**src/rtl/score_tally_pkg.sv**
```systemverilog
// Shared defaults, converter state encoding and the BCD digit adjust helper
// used by the score tally and its binary-to-BCD converter.
package score_tally_pkg;

  localparam int DEF_BASE_POINTS = 10;
  localparam int DEF_MULT_STEP   = 8;
  localparam int DEF_MAX_MULT    = 4;

  typedef enum logic [1:0] {
    CONV_IDLE  = 2'd0,
    CONV_LOAD  = 2'd1,
    CONV_SHIFT = 2'd2,
    CONV_DONE  = 2'd3
  } conv_state_t;

  function automatic logic [3:0] dabble_digit(input logic [3:0] d);
    return (d >= 4'd5) ? d + 4'd3 : d;
  endfunction

endpackage

```
**src/rtl/bin2bcd_seq.sv**
```systemverilog
// Sequential double-dabble converter: LOAD snapshots bin, SHIFT runs SCORE_W
// cycles, DONE holds one cycle with the finished digits on bcd.
module bin2bcd_seq
  import score_tally_pkg::*;
#(
  parameter int SCORE_W = 17,
  parameter int DIGITS  = 6
) (
  input  logic                clk,
  input  logic                reset,
  input  logic                start,
  input  logic [SCORE_W-1:0]  bin,
  output logic                busy,
  output logic                done,
  output logic [4*DIGITS-1:0] bcd
);

  localparam int CNT_W = $clog2(SCORE_W + 1);

  conv_state_t         state, state_nxt;
  logic [CNT_W-1:0]    cnt;
  logic [SCORE_W-1:0]  bin_reg;
  logic [4*DIGITS-1:0] bcd_reg, bcd_adj;
  logic                last_shift;

  assign last_shift = (cnt == CNT_W'(SCORE_W - 1));

  always_comb begin
    bcd_adj = bcd_reg;
    for (int i = 0; i < DIGITS; i++) begin
      bcd_adj[4*i +: 4] = dabble_digit(bcd_reg[4*i +: 4]);
    end
  end

  always_comb begin
    state_nxt = state;
    case (state)
      CONV_IDLE:  if (start) state_nxt = CONV_LOAD;
      CONV_LOAD:  state_nxt = CONV_SHIFT;
      CONV_SHIFT: if (last_shift) state_nxt = CONV_DONE;
      CONV_DONE:  state_nxt = CONV_IDLE;
      default:    state_nxt = CONV_IDLE;
    endcase
  end

  always_ff @(posedge clk or negedge reset) begin
    if (!reset) begin
      state   <= CONV_IDLE;
      cnt     <= '0;
      bin_reg <= '0;
      bcd_reg <= '0;
    end else begin
      state <= state_nxt;
      case (state)
        CONV_LOAD: begin
          bin_reg <= bin;
          bcd_reg <= '0;
          cnt     <= '0;
        end
        CONV_SHIFT: begin
          // adjust every digit, then shift the next binary MSB into digit 0
          {bcd_reg, bin_reg} <= {bcd_adj[4*DIGITS-2:0], bin_reg, 1'b0};
          cnt <= cnt + CNT_W'(1);
        end
        default: ;
      endcase
    end
  end

  assign busy = (state != CONV_IDLE);
  assign done = (state == CONV_DONE);
  assign bcd  = bcd_reg;

endmodule

```
**src/rtl/score_tally.sv**
```systemverilog
// Score, streak, multiplier and miss tracking with one credited hit per note
// window; keeps a BCD copy of the score refreshed by a background converter.
module score_tally
  import score_tally_pkg::*;
#(
  parameter int SCORE_W     = 17,
  parameter int STREAK_W    = 8,
  parameter int BASE_POINTS = DEF_BASE_POINTS,
  parameter int MULT_STEP   = DEF_MULT_STEP,
  parameter int MAX_MULT    = DEF_MAX_MULT,
  parameter int DIGITS      = 6
) (
  input  logic                clk,
  input  logic                reset,
  input  logic                clear,
  input  logic                hit,
  input  logic                window_end,
  input  logic                rest_window,
  output logic [SCORE_W-1:0]  score,
  output logic [STREAK_W-1:0] streak,
  output logic [2:0]          multiplier,
  output logic [7:0]          miss_count,
  output logic                streak_break,
  output logic [4*DIGITS-1:0] bcd_digits,
  output logic                bcd_valid
);

  localparam int                  PROD_W     = SCORE_W + 3;
  localparam logic [SCORE_W-1:0]  SCORE_MAX  = '1;
  localparam logic [STREAK_W-1:0] STREAK_MAX = '1;

  logic                hit_seen, credit, miss, score_chg;
  logic                dirty, discard;
  logic [PROD_W-1:0]   award;
  logic [PROD_W:0]     score_sum;
  logic [SCORE_W-1:0]  score_nxt;
  logic [STREAK_W:0]   mult_calc;
  logic [2:0]          mult_nxt;
  logic                conv_start, conv_busy, conv_done;
  logic [4*DIGITS-1:0] conv_bcd;

  assign credit = hit && !hit_seen;
  assign miss   = window_end && !hit_seen && !hit && !rest_window;

  assign award     = PROD_W'(BASE_POINTS) * PROD_W'(multiplier);
  assign score_sum = {1'b0, PROD_W'(score)} + {1'b0, award};
  assign score_nxt = (score_sum > (PROD_W+1)'(SCORE_MAX)) ? SCORE_MAX : score_sum[SCORE_W-1:0];
  assign score_chg = credit && (score_nxt != score);

  assign mult_calc = (STREAK_W+1)'(streak / STREAK_W'(MULT_STEP)) + (STREAK_W+1)'(1);
  assign mult_nxt  = (mult_calc >= (STREAK_W+1)'(MAX_MULT)) ? 3'(MAX_MULT) : mult_calc[2:0];

  always_ff @(posedge clk or negedge reset) begin
    if (!reset) begin
      score        <= '0;
      streak       <= '0;
      multiplier   <= 3'd1;
      miss_count   <= '0;
      streak_break <= 1'b0;
      hit_seen     <= 1'b0;
    end else if (clear) begin
      score        <= '0;
      streak       <= '0;
      multiplier   <= 3'd1;
      miss_count   <= '0;
      streak_break <= 1'b0;
      hit_seen     <= 1'b0;
    end else begin
      if (credit) score <= score_nxt;
      if (credit) begin
        streak <= (streak == STREAK_MAX) ? streak : streak + STREAK_W'(1);
      end else if (miss) begin
        streak <= '0;
      end
      // multiplier trails streak by one cycle, except a miss resets both together
      multiplier <= miss ? 3'd1 : mult_nxt;
      if (miss && (miss_count != 8'hFF)) miss_count <= miss_count + 8'd1;
      streak_break <= miss && (streak != '0);
      if (window_end) hit_seen <= 1'b0;
      else if (credit) hit_seen <= 1'b1;
    end
  end

  assign conv_start = dirty && !conv_busy;

  // discard drops the result of a conversion that was in flight across a clear
  always_ff @(posedge clk or negedge reset) begin
    if (!reset) begin
      dirty      <= 1'b0;
      discard    <= 1'b0;
      bcd_valid  <= 1'b1;
      bcd_digits <= '0;
    end else if (clear) begin
      dirty      <= 1'b0;
      discard    <= conv_busy && !conv_done;
      bcd_valid  <= 1'b1;
      bcd_digits <= '0;
    end else begin
      if (score_chg) dirty <= 1'b1;
      else if (conv_start) dirty <= 1'b0;
      if (conv_done) discard <= 1'b0;
      if (conv_done && !discard) bcd_digits <= conv_bcd;
      if (score_chg) bcd_valid <= 1'b0;
      else if (conv_done && !discard && !dirty) bcd_valid <= 1'b1;
    end
  end

  bin2bcd_seq #(
    .SCORE_W (SCORE_W),
    .DIGITS  (DIGITS)
  ) u_bin2bcd (
    .clk   (clk),
    .reset (reset),
    .start (conv_start),
    .bin   (score),
    .busy  (conv_busy),
    .done  (conv_done),
    .bcd   (conv_bcd)
  );

endmodule

```
**config.mk**
```make
export PLATFORM = sky130hd
export DESIGN_NAME = score_tally
export DESIGN_NICKNAME = d
export VERILOG_FILES = /design/src/rtl/score_tally_pkg.sv /design/src/rtl/bin2bcd_seq.sv /design/src/rtl/score_tally.sv
export SDC_FILE = /design/constraint.sdc
export NUM_CORES = 1
export LEC_CHECK = 0
export CAP_MARGIN = 5
export CORE_ASPECT_RATIO = 0.8
export CORE_MARGIN = 2
export CORE_UTILIZATION = 51
export CTS_CLUSTER_DIAMETER = 150
export DETAILED_ROUTE_END_ITERATION = 8
export HOLD_SLACK_MARGIN = 0.02
export PLACE_DENSITY = 0.76
export SLEW_MARGIN = 20
export SYNTH_ARGS = -nofsm -noshare
export SYNTH_HDL_FRONTEND = slang
export SYNTH_SLANG_ARGS = --single-unit
```
**constraint.sdc**
```tcl
create_clock -name clk -period 2.7 [get_ports clk]
set_clock_uncertainty 0.05 [all_clocks]
set_input_delay 0.54 -clock clk [delete_from_list [all_inputs] [get_ports clk]]
set_output_delay 0.54 -clock clk [all_outputs]
set_load 0.01 [all_outputs]
```
# Yosys cells after proc, flatten, opt, wreduce, memory -nomap -nowiden
# Index checks and enable logic that the tools add are counted.
[classes] add_sub_neg=11 n_mul=1 order_cmp=8 n_eq_ne=10 n_mux=38 reduce_logical=32
[op_table] op="two-way mux 17 bit" n=3
[op_table] op="two-way mux 24 bit" n=2
[op_table] op="two-way mux 8 bit" n=6
[op_table] op="one-hot mux 24 bit (2 select lines)" n=1
[op_table] op="one-hot mux 17 bit (2 select lines)" n=1
[op_table] op=">= comparator 4 x 3 -> 1 bit (second input constant)" n=6
[op_table] op="adder 4 x 2 -> 4 bit (second input constant)" n=5
[op_table] op="two-way mux 4 bit" n=5
[op_table] op="adder 17 x 7 -> 18 bit" n=1
[op_table] op="greater-than comparator 18 x 17 -> 1 bit (second input constant)" n=1
[op_table] op="!= test 17 bit" n=1
[op_table] op="adder 8 x 1 -> 8 bit (second input constant)" n=2
[op_table] op="two-way mux 1 bit" n=12
[op_table] op="two-way mux 3 bit" n=4
[op_table] op="nonzero test 2 bit" n=6
[op_table] op="nonzero test 3 bit" n=4
[op_table] op="logical AND 1 bit" n=11
[op_table] op="one-hot mux 5 bit (2 select lines)" n=1
[op_table] op="equality test 8 bit (second input constant)" n=1
[op_table] op="!= test 8 bit (second input constant)" n=1
[op_table] op="one-hot mux 2 bit (4 select lines)" n=1
[op_table] op="nonzero test 8 bit" n=1
[op_table] op="logical NOT 1 bit" n=7
[op_table] op="adder 5 x 1 -> 6 bit (second input constant)" n=1
[op_table] op="other kinds (13)" n=16
[word_totals] reg_bits=113 inputBits=6 out_inout_bits=62 word_cells=114

# Longest topological paths before layout
# Gate-level depths: netlist of the first run.
[depth] depth_word=8 mapped_depth=12

# Cells and area by module
# Synthesis of the first run repeated with hierarchy kept, for this count alone.
[hier_totals] hier_cells=584 area_unflattened_um2=6009.5
[by_module_without_submodules] mod="score_tally" n_inst=1 cells_each=311 area_each_um2=3259.4
[by_module_without_submodules] mod="bin2bcd_seq" n_inst=1 cells_each=273 area_each_um2=2750.1

# Worst setup path after synthesis of the first run
# No wires, ideal clock.
[synth_timing] kind="register -> register" startpoint="register multiplier[0]" endpoint="register dirty" setup_time_ns=0.119 arrival_time_ns=2.727 path_slack_ns=-0.195 path_stages_with_launch=12 path_buffers=1 period_less_slack_ns=2.895 cell_sequence="dfstp_2 ha_1 ha_1 ha_1 ha_1 clkbuf_2 or3b_1 o221a_2 and4_4 nor4_4 a2bb2o_4 o21a_1"
[synth_between] elab_chain_cells=8
[synth_lines] element="start, declared" line="score_tally.sv:21" rtl="output logic [2:0] multiplier,"
[synth_lines] element="start signal, assigned" line="score_tally.sv:76" rtl="multiplier <= miss ? 3'd1 : mult_nxt;"
[synth_lines] element="multiplier 3 x 3 -> 6 bit (*)" line="score_tally.sv:45" rtl="assign award = PROD_W'(BASE_POINTS) * PROD_W'(multiplier);"
[synth_lines] element="adder 17 x 7 -> 18 bit (*)" line="score_tally.sv:46" rtl="assign score_sum = {1'b0, PROD_W'(score)} + {1'b0, award};"
[synth_lines] element="greater-than comparator 18 x 17 -> 1 bit" line="score_tally.sv:47" rtl="assign score_nxt = (score_sum > (PROD_W+1)'(SCORE_MAX)) ? SCORE_MAX : score_sum[SCORE_W-1:0];"
[synth_lines] element="two-way mux 17 bit (*)" line="score_tally.sv:47"
[synth_lines] element="!= test 17 bit (*)" line="score_tally.sv:48" rtl="assign score_chg = credit && (score_nxt != score);"
[synth_lines] element="logical AND 1 bit (*)" line="score_tally.sv:48"
[synth_lines] element="two-way mux 1 bit" line="score_tally.sv:99" rtl="if (score_chg) dirty <= 1'b1;"
[synth_lines] element="two-way mux 1 bit" line="score_tally.sv:93" rtl="end else if (clear) begin"
[synth_lines] element="end signal, assigned" line="score_tally.sv:94" rtl="dirty <= 1'b0;"
[synth_lines] element="end signal, assigned" line="score_tally.sv:99"
[synth_lines] element="end signal, assigned" line="score_tally.sv:100" rtl="else if (conv_start) dirty <= 1'b0;"
[synth_lines] element="end, declared" line="score_tally.sv:33" rtl="logic dirty, discard;"
# Mark *: on every way between the ends. The rest lies on a longest branch, timed or not.
# A chain may end at the register's enable or synchronous reset.

# Worst setup path in the final report of the first run
# Same ends and word-level chain as after synthesis.

==> metrics, run 1 <==
Initial Utilization 0.529; most frequent cells in the layout 110 x dfrtp_1, 72 x nand2_1, 70 x a21oi_1, 65 x clkdlybuf4s50_1, 60 x nor2_1; core box area 0.0116 sq mm; Post-Syn Nets 688; Max IR drop VDD 0.000606 V; number of synthesized flops with an enable pin 0; I/O pin count 68; period utilization 1.04; Clock Root Buffer clkbuf_16; Die Span Y 102 um; Remaining DRCs 0; clock tree buffer depth 2; Synth Warn # 0; largest net degree at the start of global routing 60; commonest non-fill, non-tap cell in the layout dfrtp_1; Area Overhead vs Synth 31.2%; drt first-iter violations 354; post-synthesis adder-cell area fraction 0.0682; actual slew at the worst max-slew pin 0.703 ns; final setup violation count 9; Main synth FF type dfrtp_1; vias in the first global route 5184; Compound-Gate Fraction of Synth Area 0.181; RSZ-0062 raised after global routing yes; num rows 35; asr flop ratio synth 1.00; Routed WL 15200 um; PortBufs 67; router iterations before antenna repair 5; layout cells sized above 1 0.153; grt ovf 0; Pwr per Cell Area 764 mW/mm^2; Ant. Diodes 0; fin crit period 2.80 ns; CTS tree built; simple-gate area share of the yosys netlist 0.172; LEAKAGE 3.42 nW; Slew HR 0.530; clk slew on worst S/H paths 0.05 ns; post-synthesis register bit count 113; gr usage total 0.248; Final #Nets 784; Final Wtd Congestion 0.896; CP Class reg2reg; Hold WS 0.0743 ns; CP Launch Type flop; Worst EP arrival 3.06 ns; max-cap check violation count 0; failing checks negative setup slack; XOR/XNOR Fraction of Synth Area 0.0392; Inserted Clock Buffers 17; sequential element share of the synthesized area 0.459; Via-to-Cell Ratio 5.74; Setup crit start multiplier[0]; Final HPWL DP 10100 um; Post-Syn Area 0.00617 sq mm; wire per inst 16.8 um; Post-Synthesis Cells 649; Slew Limit Fails 0; CP max FO 4; Routed Antenna Nets 0; Final Worst Setup Slack -0.105 ns; class of the worst hold path in2async; initial antenna violation count 0; first-pass GRT wire length 25600 um; Netlist cell types 68; mux contribution to synthesized area 0.0325; CTS Sinks 113; Worst setup EP type flop; Worst Path Required 2.96 ns; Die Span X 127 um; largest family of logic cells by synthesized area compound AO/OA/AOI/OAI gates; die area 0.0130 sq mm; Worst-Skew Late Latency 0.42 ns; final hold viol count 0; outcome finished, violations left; setup bufs post-CTS 0; via count 5201; reg2reg start multiplier[0]; f_max 357 MHz; H-tree Lvls 4; setup TNS -0.502 ns; Avg Synthesized Cell Area 9.50 sq um
[kinds of logic (layout without fill, tap and decap cells)]
family,count (synthesis),after routing
compound gates,166,166
xor+xnor,26,26
fa+ha+maj,33,33
buf+inv,74,183
flops,113,113
mux,20,20
simple gates,217,217
[synthesized netlist by cell type, types with 3 or more instances]
| master | instances | area share |
|---|---|---|
| nor3_1 | 12 | 0.0097 |
| a21oi_1 | 72 | 0.058 |
| nor4_1 | 3 | 0.0030 |
| o32ai_1 | 5 | 0.0071 |
| xor2_1 | 11 | 0.016 |
| nand2_1 | 73 | 0.044 |
| o22ai_1 | 12 | 0.012 |
| nor2b_1 | 5 | 0.0051 |
| nand3_1 | 15 | 0.012 |
| o21bai_1 | 3 | 0.0037 |
| dfrtp_1 | 111 | 0.45 |
| nor2_1 | 62 | 0.038 |
| nand2b_1 | 13 | 0.013 |
| a211oi_1 | 4 | 0.0049 |
| buf_1 | 5 | 0.0030 |
| o21ai_0 | 28 | 0.023 |
| a311oi_1 | 8 | 0.011 |
| mux2i_1 | 20 | 0.032 |
| xnor2_1 | 14 | 0.020 |
| inv_1 | 42 | 0.026 |
| nand4_1 | 4 | 0.0041 |
| and4_1 | 3 | 0.0043 |
| o211ai_1 | 4 | 0.0049 |
| and3_1 | 12 | 0.012 |
| clkbuf_1 | 22 | 0.013 |
| or2_2 | 3 | 0.0030 |
| ha_1 | 32 | 0.065 |
[final timing paths]
path	end	slack (ns)	cells after the start
min in group clk	u_bin2bcd.cnt[3]	0.46	1
min reg2reg	u_bin2bcd.cnt[3]	0.46	1
max	dirty	-0.10	9
max in group asynchronous	bcd_digits[19]	1.70	2
max reg2reg	dirty	-0.10	9
min	streak[1]	0.07	1
[through the flow]
step           utilization  cells  total power (W)  setup WS, ns  instance area, sq um
2_1_floorplan            -    649          0.00313        -0.108                  6230
3_5_place_dp         0.627    874          0.00357        -0.143                  7300
5_1_grt              0.695    906          0.00649        -0.160                  8090
6_report             0.695    906          0.00619        -0.105                  8090
4_1_cts              0.690    906          0.00620       -0.0943                  8040
3_3_place_gp         0.627    874          0.00350       -0.0511                  7300
[critical path, cell delays in order, from the launching register on]
cell,delay [ns]
dfstp_2,0.58
ha_4,0.21
ha_1,0.37
nand3_1,0.19
buf_4,0.19
nand2_1,0.06
xnor3_1,0.24
or3_4,0.39
a2bb2o_4,0.23
o21a_1,0.18
[what timing repair did]
action | in CTS | in global routing
endpoints found under the setup margin | 15 | 14
resized for setup | 12 | 9
endpoints found under the hold margin | 0 | 0
pin swaps | 8 | 4
hold buffers | 0 | 0
[area by class of cell]
type | instances | area, sq um
fill | 847 | 3550
tap | 148 | 185
timing repair buffer | 109 | 1040
sequential | 113 | 2830
multi-input combinational | 462 | 3200
clock buffer | 23 | 478
inverter | 42 | 158
clock inverter | 9 | 201
[report_power, final]
part	internal [W]	leakage, nW	switching [W]
clock network	0.00180	0.328	0.000786
registers	0.00190	1.53	0.000128
logic	0.000573	1.57	0.000997
[routing by layer]
layer,track usage,vias to the layer above,share of wire
met3,0.0602,13,0.053
li1,-,2475,-
met4,0.0786,0,0.0083
met1,0.332,2578,0.47
met2,0.406,135,0.47
met5,0,-,0
No activity file was read; power rests on OpenSTA's default activity.
==> run 2, diff against run 1 <==
--- a/config.mk
+++ b/config.mk
@@ -13,6 +13,7 @@
 export DETAILED_ROUTE_END_ITERATION = 8
 export HOLD_SLACK_MARGIN = 0.02
 export PLACE_DENSITY = 0.76
+export SETUP_SLACK_MARGIN = 0.05
 export SLEW_MARGIN = 20
 export SYNTH_ARGS = -nofsm -noshare
 export SYNTH_HDL_FRONTEND = slang
==> run 2 against run 1 <==
Effect of this change: the flow still finishes with violations (negative setup slack); sequential share of layout area is 0.45 points higher; first-iteration DRC count is 19% higher; die area stayed put; combinational power hardly changed; core utilization is 0.89 points lower; critical path type unchanged; count of clock-buffer cells in the layout is 3 higher; setup slack better by 0.0069 ns.
==> metrics, run 2 (same netlist as run 1, synthesis figures left out) <==
failing checks negative setup slack; period utilization 1.04; CP max FO 4; crit-path most repeated cell ha_4; Initial Utilization 0.529; Pwr per Cell Area 712 mW/mm^2; gr usage total 0.244; router iterations before antenna repair 5; initial antenna violation count 0; core box area 0.0116 sq mm; Area Overhead vs Synth 29.6%; Worst Path Required 2.95 ns; outcome finished, violations left; most frequent cells in the layout 110 x dfrtp_1, 72 x nand2_1, 67 x a21oi_1, 65 x clkdlybuf4s50_1, 60 x nor2_1; RR Endpoint dirty; die area 0.0130 sq mm; Slew Limit Fails 0; max-cap check violation count 0; largest net degree at the start of global routing 63; WHS Path Cells 2; clock tree buffer depth 2; Critical-path top delay cell dfstp_2; CTS Sinks 113; via count 5240; num rows 35; Clock Root Buffer clkbuf_16; Final #Nets 788; CP Launch Type flop; Worst EP arrival 3.04 ns; H-tree Lvls 4; WP depth 10; delay-heaviest family, CP simple AND/OR/NAND/NOR gates; Die Span Y 102 um; PortBufs 67; worst r2r path cells 10; Via-to-Cell Ratio 5.76; Slew HR 0.559; Final Wtd Congestion 0.895; dpl cells 872; Max IR drop VDD 0.000604 V; RSZ-0062 raised after global routing yes; Final Core Density 0.686; final setup violation count 8; class of the worst hold path reg2reg; Cell Count, Final, Fillers Out 910; drt first-iter violations 421; grt ovf 0; Remaining DRCs 0; I/O pin count 68; reg2reg start multiplier[0]; Inserted Clock Buffers 17; CTS tree built; actual slew at the worst max-slew pin 0.662 ns; fin crit period 2.80 ns; vias in the first global route 5113; CP Class reg2reg; Routed WL 15300 um; Max stage delay on crit path 0.58 ns; crit-path cells ha_4, ha_4, ha_4, ha_4, or3b_1, o221a_2, and4_4, nor4_4, a2bb2o_4, o21a_1; f_max 357 MHz; final hold viol count 0; commonest non-fill, non-tap cell in the layout dfrtp_1; Final HPWL DP 9990 um; clk slew on worst S/H paths 0.05 ns; layout cells sized above 1 0.155; Routed Antenna Nets 0; wire per inst 16.8 um; LEAKAGE 3.37 nW; Final Worst Setup Slack -0.0980 ns; Min-Delay Endpoint u_bin2bcd.bcd[0]; Buf+Inv Stages, Crit Path 0; Pwr Total 0.00569 W; Die Span X 127 um; Worst setup EP type flop; Worst-Skew Late Latency 0.41 ns; first-pass GRT wire length 25100 um; Ant. Diodes 0; pre-CTS setup slack -0.214 ns; r2r setup slk -0.1 ns; HP Start u_bin2bcd.bin_reg[16]
-- run 2: cell types whose count changed in the layout (fill, tap and decap cells not counted), sizes merged --
| cell | delta |
|---|---|
| clkinv | +2 |
| dlygate4sd3 | +1 |
| bufinv | -5 |
| buf | +3 |
| clkbuf | +3 |
-- run 2: worst max path at each step --
stage,endpoint,startpoint
floorplan,dirty,multiplier[0]
global placement,score[12],multiplier[0]
detailed placement,dirty,multiplier[0]
CTS,score[13],multiplier[0]
global route,dirty,multiplier[0]
finish,dirty,multiplier[0]
-- run 2: metrics by stage --
step | TNS (ns) | hold WS, ns | area [sq um]
floorplan | -0.0981 | 0.194 | 6240
global placement | -0.800 | 0.399 | 7270
detailed placement | -1.58 | 0.407 | 7270
CTS | -0.698 | 0.461 | 7920
global route | -1.20 | 0.479 | 7990
finish | -0.414 | 0.458 | 7990
-- run 2: power breakdown --
| group | switching [W] | internal [W] | leakage (nW) | total (W) |
|---|---|---|---|---|
| clock network | 0.000768 | 0.00133 | 0.268 | 0.00210 |
| registers | 0.000130 | 0.00190 | 1.53 | 0.00203 |
| logic | 0.000978 | 0.000582 | 1.58 | 0.00156 |
| total | 0.00188 | 0.00381 | 3.37 | 0.00569 |
-- run 2: tightest hold or removal path, cell delays in order (launching register included) --
cell and delay, ns:
dfrtp_1 0.34, nand3_1 0.07, o21ai_0 0.06
-- run 2: layout make-up --
type                    instances  area, sq um
clock inverters                 6         57.6
clock buffers                  26          489
multi-input cells             462         3220
well taps                     148          185
flip-flops and latches        113         2830
fillers                       873         3660
repair buffers                113         1050
inverters                      42          158
-- run 2: routing by layer --
metal	part of all wire	global-route usage	wire length [um]	up-vias
met3	0.053	0.0550	812	11
li1	-	-	-	2479
met4	0.0054	0.0693	82	0
met5	0	0	0	-
met1	0.47	0.340	7150	2598
met2	0.47	0.388	7200	152
-- run 2: repair_timing --
| action | 4_1_cts | 5_1_grt |
|---|---|---|
| setup buffers | 4 | 1 |
| hold buffers | 1 | 0 |
| gates resized for setup | 11 | 13 |
| pin swaps | 12 | 4 |
| endpoints found under the hold margin | 19 | 0 |
| setup endpoints to repair | 17 | 17 |
